File: src/rtl/dcache_wb_evict_pkg.sv
// Shared definitions for the write-back eviction engine: default line geometry,
// beat counts and the engine's FSM state type.
package cache_defs;

   localparam int NUM_COL           = 16;
   localparam int COL_WIDTH         = 8;
   localparam int DCACHE_NO_OF_SETS = 64;
   localparam int PADDR_WIDTH       = 32;
   localparam int MEM_DW            = 32;

   localparam int DCACHE_LINE_BITS  = NUM_COL * COL_WIDTH;
   localparam int DCACHE_WB_BEATS   = DCACHE_LINE_BITS / MEM_DW;
   localparam int DCACHE_WB_BEAT_W  = (DCACHE_WB_BEATS > 1) ? $clog2(DCACHE_WB_BEATS) : 1;

   typedef enum logic [2:0] {
      S_IDLE = 3'd0,
      S_RD   = 3'd1,
      S_CAP  = 3'd2,
      S_BUS  = 3'd3,
      S_DONE = 3'd4
   } wb_evict_state_e;

endpackage

File: src/rtl/dcache_wb_evict_line_buf.sv
// Victim line register for the eviction engine; presents one MEM_DW beat of the
// captured line, selected by the current beat index.
module dcache_wb_line_buf #(
   parameter int LINE_BITS = 128,
   parameter int MEM_DW    = 32,
   parameter int BEAT_W    = 2
) (
   input  logic                 clk,
   input  logic                 rst_n,
   input  logic                 cap_i,
   input  logic [LINE_BITS-1:0] line_i,
   input  logic [BEAT_W-1:0]    beat_i,
   output logic [MEM_DW-1:0]    dat_o
);

   logic [LINE_BITS-1:0] line_q;

   always_ff @(posedge clk or negedge rst_n) begin
      if (!rst_n) begin
         line_q <= '0;
      end else if (cap_i) begin
         line_q <= line_i;
      end
   end

   // Beat 0 is the least-significant word of the line.
   assign dat_o = line_q[int'(beat_i) * MEM_DW +: MEM_DW];

endmodule

File: src/rtl/dcache_wb_evict.sv
// Dirty-line eviction engine: reads a victim line from the dcache data RAM and
// writes it out as a Wishbone classic burst. Optional ack timeout: DCACHE_WB_TIMEOUT_EN.
module dcache_wb_evict
   import cache_defs::*;
#(
   parameter int NUM_COL     = cache_defs::NUM_COL,
   parameter int COL_WIDTH   = cache_defs::COL_WIDTH,
   parameter int ADDR_WIDTH  = $clog2(cache_defs::DCACHE_NO_OF_SETS),
   parameter int PADDR_WIDTH = cache_defs::PADDR_WIDTH,
   parameter int MEM_DW      = cache_defs::MEM_DW,
   parameter int TIMEOUT_CYC = 255,
   localparam int LINE_BITS  = NUM_COL * COL_WIDTH,
   localparam int OFF_W      = $clog2(NUM_COL),
   localparam int TAG_W      = PADDR_WIDTH - ADDR_WIDTH - OFF_W
) (
   input  logic                   clk,
   input  logic                   rst_n,
   input  logic                   evict_req_i,
   input  logic [ADDR_WIDTH-1:0]  evict_set_i,
   input  logic [TAG_W-1:0]       evict_tag_i,
   output logic                   evict_ready_o,
   output logic                   evict_done_o,
   output logic                   evict_err_o,
   output logic                   ram_req_o,
   output logic [NUM_COL-1:0]     ram_wr_en_o,
   output logic [ADDR_WIDTH-1:0]  ram_addr_o,
   input  logic [LINE_BITS-1:0]   ram_rdata_i,
   output logic                   wb_cyc_o,
   output logic                   wb_stb_o,
   output logic                   wb_we_o,
   output logic [PADDR_WIDTH-1:0] wb_adr_o,
   output logic [MEM_DW-1:0]      wb_dat_o,
   output logic [MEM_DW/8-1:0]    wb_sel_o,
   input  logic                   wb_ack_i
);

   localparam int BEATS   = LINE_BITS / MEM_DW;
   localparam int BEAT_W  = (BEATS > 1) ? $clog2(BEATS) : 1;
   localparam int BYTE_SH = $clog2(MEM_DW / 8);
   localparam logic [BEAT_W-1:0] LAST_BEAT = BEAT_W'(BEATS - 1);

   wb_evict_state_e        state_q, state_d;
   logic [ADDR_WIDTH-1:0]  set_q, set_d;
   logic [TAG_W-1:0]       tag_q, tag_d;
   logic [BEAT_W-1:0]      beat_q, beat_d;
   logic                   err_q, err_d;
   logic                   cap;
   logic [MEM_DW-1:0]      buf_dat;
   logic [OFF_W-1:0]       beat_off;

`ifdef DCACHE_WB_TIMEOUT_EN
   localparam int TMO_W = $clog2(TIMEOUT_CYC + 1);
   logic [TMO_W-1:0] tmo_q, tmo_d;
`endif

   always_ff @(posedge clk or negedge rst_n) begin
      if (!rst_n) begin
         state_q <= S_IDLE;
         set_q   <= '0;
         tag_q   <= '0;
         beat_q  <= '0;
         err_q   <= 1'b0;
`ifdef DCACHE_WB_TIMEOUT_EN
         tmo_q   <= '0;
`endif
      end else begin
         state_q <= state_d;
         set_q   <= set_d;
         tag_q   <= tag_d;
         beat_q  <= beat_d;
         err_q   <= err_d;
`ifdef DCACHE_WB_TIMEOUT_EN
         tmo_q   <= tmo_d;
`endif
      end
   end

   // Byte offset of the current beat within the line; never reaches the set field.
   assign beat_off = OFF_W'(beat_q) << BYTE_SH;

   always_comb begin
      state_d       = state_q;
      set_d         = set_q;
      tag_d         = tag_q;
      beat_d        = beat_q;
      err_d         = err_q;
`ifdef DCACHE_WB_TIMEOUT_EN
      tmo_d         = tmo_q;
`endif
      cap           = 1'b0;
      evict_ready_o = 1'b0;
      evict_done_o  = 1'b0;
      evict_err_o   = 1'b0;
      ram_req_o     = 1'b0;
      ram_addr_o    = '0;
      wb_cyc_o      = 1'b0;
      wb_stb_o      = 1'b0;
      wb_we_o       = 1'b0;
      wb_adr_o      = '0;
      wb_sel_o      = '0;
      case (state_q)
         S_IDLE: begin
            evict_ready_o = 1'b1;
            if (evict_req_i) begin
               set_d   = evict_set_i;
               tag_d   = evict_tag_i;
               err_d   = 1'b0;
               state_d = S_RD;
            end
         end
         S_RD: begin
            ram_req_o  = 1'b1;
            ram_addr_o = set_q;
            state_d    = S_CAP;
         end
         S_CAP: begin
            cap     = 1'b1;
            beat_d  = '0;
`ifdef DCACHE_WB_TIMEOUT_EN
            tmo_d   = '0;
`endif
            state_d = S_BUS;
         end
         S_BUS: begin
            wb_cyc_o = 1'b1;
            wb_stb_o = 1'b1;
            wb_we_o  = 1'b1;
            wb_sel_o = '1;
            wb_adr_o = {tag_q, set_q, beat_off};
            if (wb_ack_i) begin
`ifdef DCACHE_WB_TIMEOUT_EN
               tmo_d = '0;
`endif
               if (beat_q == LAST_BEAT) begin
                  state_d = S_DONE;
               end else begin
                  beat_d = beat_q + BEAT_W'(1);
               end
            end
`ifdef DCACHE_WB_TIMEOUT_EN
            else if (tmo_q == TMO_W'(TIMEOUT_CYC - 1)) begin
               err_d   = 1'b1;
               state_d = S_DONE;
            end else begin
               tmo_d = tmo_q + TMO_W'(1);
            end
`endif
         end
         S_DONE: begin
            evict_done_o = 1'b1;
`ifdef DCACHE_WB_TIMEOUT_EN
            evict_err_o  = err_q;
`endif
            state_d      = S_IDLE;
         end
         default: state_d = S_IDLE;
      endcase
   end

   assign ram_wr_en_o = '0;
   assign wb_dat_o    = wb_cyc_o ? buf_dat : '0;

   dcache_wb_line_buf #(
      .LINE_BITS (LINE_BITS),
      .MEM_DW    (MEM_DW),
      .BEAT_W    (BEAT_W)
   ) u_line_buf (
      .clk    (clk),
      .rst_n  (rst_n),
      .cap_i  (cap),
      .line_i (ram_rdata_i),
      .beat_i (beat_q),
      .dat_o  (buf_dat)
   );

endmodule

File: config.mk
export PLATFORM = sky130hd
export DESIGN_NAME = dcache_wb_evict
export DESIGN_NICKNAME = d
export VERILOG_FILES = /design/src/rtl/dcache_wb_evict_pkg.sv /design/src/rtl/dcache_wb_evict_line_buf.sv /design/src/rtl/dcache_wb_evict.sv
export SDC_FILE = /design/constraint.sdc
export NUM_CORES = 1
export LEC_CHECK = 0
export CAP_MARGIN = 20
export CORE_MARGIN = 3
export CORE_UTILIZATION = 45
export DETAILED_ROUTE_END_ITERATION = 7
export PLACE_DENSITY = 0.79
export SLEW_MARGIN = 40
export SYNTH_ARGS = -nofsm -noshare
export SYNTH_HDL_FRONTEND = slang
export SYNTH_HIERARCHICAL = 1
export SYNTH_SLANG_ARGS = --single-unit
File: constraint.sdc
create_clock -name clk -period 2.5 [get_ports clk]
set_clock_uncertainty 0.2 [all_clocks]
set_input_delay 0.75 -clock clk [delete_from_list [all_inputs] [get_ports clk]]
set_output_delay 0.75 -clock clk [all_outputs]
set_load 0.005 [all_outputs]
==> results.md <==
* Run status: finished with violations
* Violations in the final reports: setup timing
* Total standard cell area after synthesis at 7640 um2
* Area fraction in compound gates after synthesis at 0.606%
* Mean instance size in the synthesized netlist at 15.3 um2
* Library cells used by synthesis at 31
* Final non-filler cell area at 11,700 um2
* Most common library cell in the layout ignoring fill and taps: sky130_fd_sc_hd__dfrtp_1
* Crit. End Element: output pin
* Global-route wire length before repair at 30,900 um
* Number of antenna repair diodes at 0
* Die width at 136 um
* Wire length reported by the detailed router at 20,100 um
* Remaining antenna violation count at 0
* Worst-path cell with the longest stage delay: sky130_fd_sc_hd__mux4_2
* Iteration-0 DRC count of the detailed router at 123
* Power per cell area at 1360 nW/um2
* Area share of the leading cell type in the synthesized netlist at 52.7%
* Detailed placement HPWL at 13,500 um
* Largest stage delay on the critical path at 490 ps
* Worst path cell trace: buf_6 -> buf_8 -> buf_6 -> mux4_2 -> and2_4 -> buf_6
* GPL Wtd Cong at 0.769
* Clock network power share at 15.9%
* PnR Total Power at 15.9 mW
* Placed standard-cell area at 10,300 um2
* Maximum fanout along the worst path at 5
* Core area at 16,600 um2
* Global-route usage over all layers at 21.8%
* Critical path data arrival time at 1940 ps
* CTS clk-pin slew, worst paths at 60 ps
* Leading cell types in the layout, fill and taps excluded: sky130_fd_sc_hd__dfrtp_1 (159), sky130_fd_sc_hd__clkdlybuf4s50_1 (158), sky130_fd_sc_hd__mux2_2 (136)
* Yosys warning count at 6
* Final hold viol count at 0
* Net switching power figure at 4.63 mW
* Synth area leader: sky130_fd_sc_hd__dfrtp_1
* Data required time at the worst endpoint at 1550 ps
* Highest clock frequency the design can meet at 346 MHz
* Summed negative setup slack over all endpoints at -16,660 ps
* Worst setup slack after layout at -391 ps
* Clock tree from TritonCTS: built
* Start of the worst register-to-register path: state_q[2]$_DFFE_PN0P_
* Sequential element share of the synthesized area at 52.7%
* R2r endpoint: u_line_buf/line_q[115]$_DFFE_PN0P_
* Leakage component of the power at 5.08 nW
* CP Launch Type: flip-flop
* Max-cap violations at 0
* Vertical die dimension at 136 um
* Mux share of post-synthesis cell area at 33.5%
* Insertion delay to the later sink of the worst-skew pair at 410 ps
* Final standard cell utilization of the core at 70.6%
* Pin count of the biggest net entering global routing at 53
* Ratio of final minimum period to clock period at 116%
* Startpoint of the most critical hold path: u_line_buf/line_q[62]$_DFFE_PN0P_
* Total CTS buffers at 17
* Maximum vdd ir drop at 0.000761 V
* Post-DR vias/cell at 5.00
* Cells after DPL at 945
* Worst hold slack after final layout at 303 ps
* Hold Crit Endpoint: u_line_buf/line_q[62]$_DFFE_PN0P_
* Most common cell on crit path: sky130_fd_sc_hd__buf_6
* WL per Instance at 19.5 um
* Xor and xnor fraction of the mapped netlist area at 0%
* Top cells by area in the synthesized netlist: sky130_fd_sc_hd__dfrtp_1 (53%), sky130_fd_sc_hd__mux2_2 (20%), sky130_fd_sc_hd__mux4_2 (8.8%)
* Post-route DRC violation count at 0
* Proportion of total power due to net switching at 29.2%
* Class of the tightest hold or removal check: reg -> reg
* Number of global-route vias before repair at 5,666
* # rows at 47
* Synthesized-area fraction occupied by adder cells at 0.164%
* Share of power burned in registers at 29.7%
* Final standard cell count with taps included and fillers excluded at 1,029
* Routed via count at 5,146
* Total of fill cells in the finished design at 1,064
* CTS H-tree depth at 4
* Count of pins over their slew limit at 0
* Number of register bits inferred by synthesis at 161
* Largest family of logic cells by synthesized area: multiplexers
* Int Power at 11.2 mW
* Cell depth of the worst hold path at 1
* P&R area growth vs syn at 53.2%
* Critical path start-end classification: reg -> out
* Worst-case setup slack after placement at -231 ps
* RSZ-0062 raised after global routing: true
* Layout cell share with drive strength beyond 1 at 54.0%
* Comb pwr share at 54.5%
* Setup violation total in the final timing report at 71
* Remaining Overflow, GRT at 0
* Mapped Cells at 498
* Logic depth of the worst register-to-register path at 8
* Root Driver: sky130_fd_sc_hd__clkbuf_16
* Maximum count of clock buffers along a single path at 2
* Crit path time final at 2890 ps
* Effective utilization at floorplan at 46.1%
* Post-layout net count at 957
* Post-Synth Simple-Gate Area at 6.93%
* Port Buffers at 237
* Total Die Area at 18,600 um2
* TritonCTS sink count at 161
* Ports placed on the boundary at 257
* Initial antenna violation count at 1
* Setup slack, reg-to-reg at 100 ps
* Pre-antenna DRT Iters at 4
[timing repair]
action | in CTS | in global routing
cloned | 6 | 0
resized for setup | 419 | 76
pin swaps | 35 | 18
setup endpoints to repair | 78 | 77
buffers inserted | 40 | 21
hold buffers | 1 | 0
endpoints found under the hold margin | 23 | 0
[cells by family after synthesis]
kind of cell,after synthesis
buf+inv,57
mux,188
flops,161
other cells,1
compound gates,6
fa+ha+maj,1
simple gates,84
[how the worst max path moves through the flow]
| stage | start | endpoint |
|---|---|---|
| after floorplan | beat_q[0]$_DFFE_PN0P_ | wb_dat_o[10] |
| after global placement | beat_q[0]$_DFFE_PN0P_ | wb_dat_o[13] |
| after detailed placement | beat_q[0]$_DFFE_PN0P_ | wb_dat_o[1] |
| after CTS | beat_q[0]$_DFFE_PN0P_ | wb_dat_o[13] |
| after global routing | beat_q[0]$_DFFE_PN0P_ | wb_dat_o[15] |
| final | beat_q[0]$_DFFE_PN0P_ | wb_dat_o[15] |
[area by class of cell]
class	instances	area [um2]	area share (%)
tap	220	275	2.35
multi-input combinational	298	3370	28.8
sequential	161	4030	34.5
timing repair buffer	317	3450	29.5
inverter	1	3.75	0.0321
clock inverter	15	145	1.24
clock buffer	17	425	3.64
[power by group through the flow]
| stage | combinational (mW) | clock [mW] | sequential (mW) |
|---|---|---|---|
| after detailed placement | 6.70 | 0 | 4.70 |
| after global placement | 6.52 | 0 | 4.60 |
| after global routing | 9.21 | 2.70 | 4.86 |
| after floorplan | 4.00 | 0 | 4.40 |
| after CTS | 8.26 | 2.59 | 4.68 |
| final | 8.64 | 2.52 | 4.70 |
[flip-flops by register name (all words and copies together), names as in the netlist]
signal,cells
u_line_buf/line_q,128
tag_q,22
set_q,6
state_q,3
beat_q,2
[synth_stat cells]
library cell                 n
sky130_fd_sc_hd__a21o_1      1
sky130_fd_sc_hd__clkbuf_1    5
sky130_fd_sc_hd__nor3_1      1
sky130_fd_sc_hd__ha_1        1
sky130_fd_sc_hd__mux4_2     30
sky130_fd_sc_hd__nand2_1     3
sky130_fd_sc_hd__nand2b_1    2
sky130_fd_sc_hd__dfrtp_1   161
sky130_fd_sc_hd__buf_12      5
sky130_fd_sc_hd__and2_4      1
sky130_fd_sc_hd__mux4_1      2
sky130_fd_sc_hd__nor3b_4     1
sky130_fd_sc_hd__buf_6       2
sky130_fd_sc_hd__o21bai_1    1
sky130_fd_sc_hd__o211ai_1    1
sky130_fd_sc_hd__buf_4      37
sky130_fd_sc_hd__mux2_2    136
sky130_fd_sc_hd__or2_1       1
sky130_fd_sc_hd__a31oi_1     1
sky130_fd_sc_hd__a41oi_1     1
sky130_fd_sc_hd__buf_2       7
sky130_fd_sc_hd__nand3_1     2
sky130_fd_sc_hd__inv_2       1
sky130_fd_sc_hd__nor2_1      2
sky130_fd_sc_hd__nor3b_1     1
sky130_fd_sc_hd__mux2_4     20
sky130_fd_sc_hd__and3_1      1
sky130_fd_sc_hd__and2_1     68
sky130_fd_sc_hd__nor3_2      1
sky130_fd_sc_hd__o311ai_1    1
sky130_fd_sc_hd__conb_1      1
[per-layer routing]
metal | wire length, um | track usage (%) | vias to the layer above
met3 | 1750 | 7.96 | 16
met5 | 13 | 0 | -
li1 | - | - | 2322
met4 | 223 | 6.83 | 2
met1 | 7540 | 25.3 | 2614
met2 | 10500 | 37.6 | 192
[critical path, delay by kind of cell, from the launching register on]
| family | cells | cell delay, ps |
|---|---|---|
| multiplexers | 1 | 490 |
| buffers and inverters | 4 | 470 |
| AND/OR/NAND/NOR | 1 | 160 |
| flip-flops | 1 | 410 |
No activity file was read; power rests on OpenSTA's default activity.
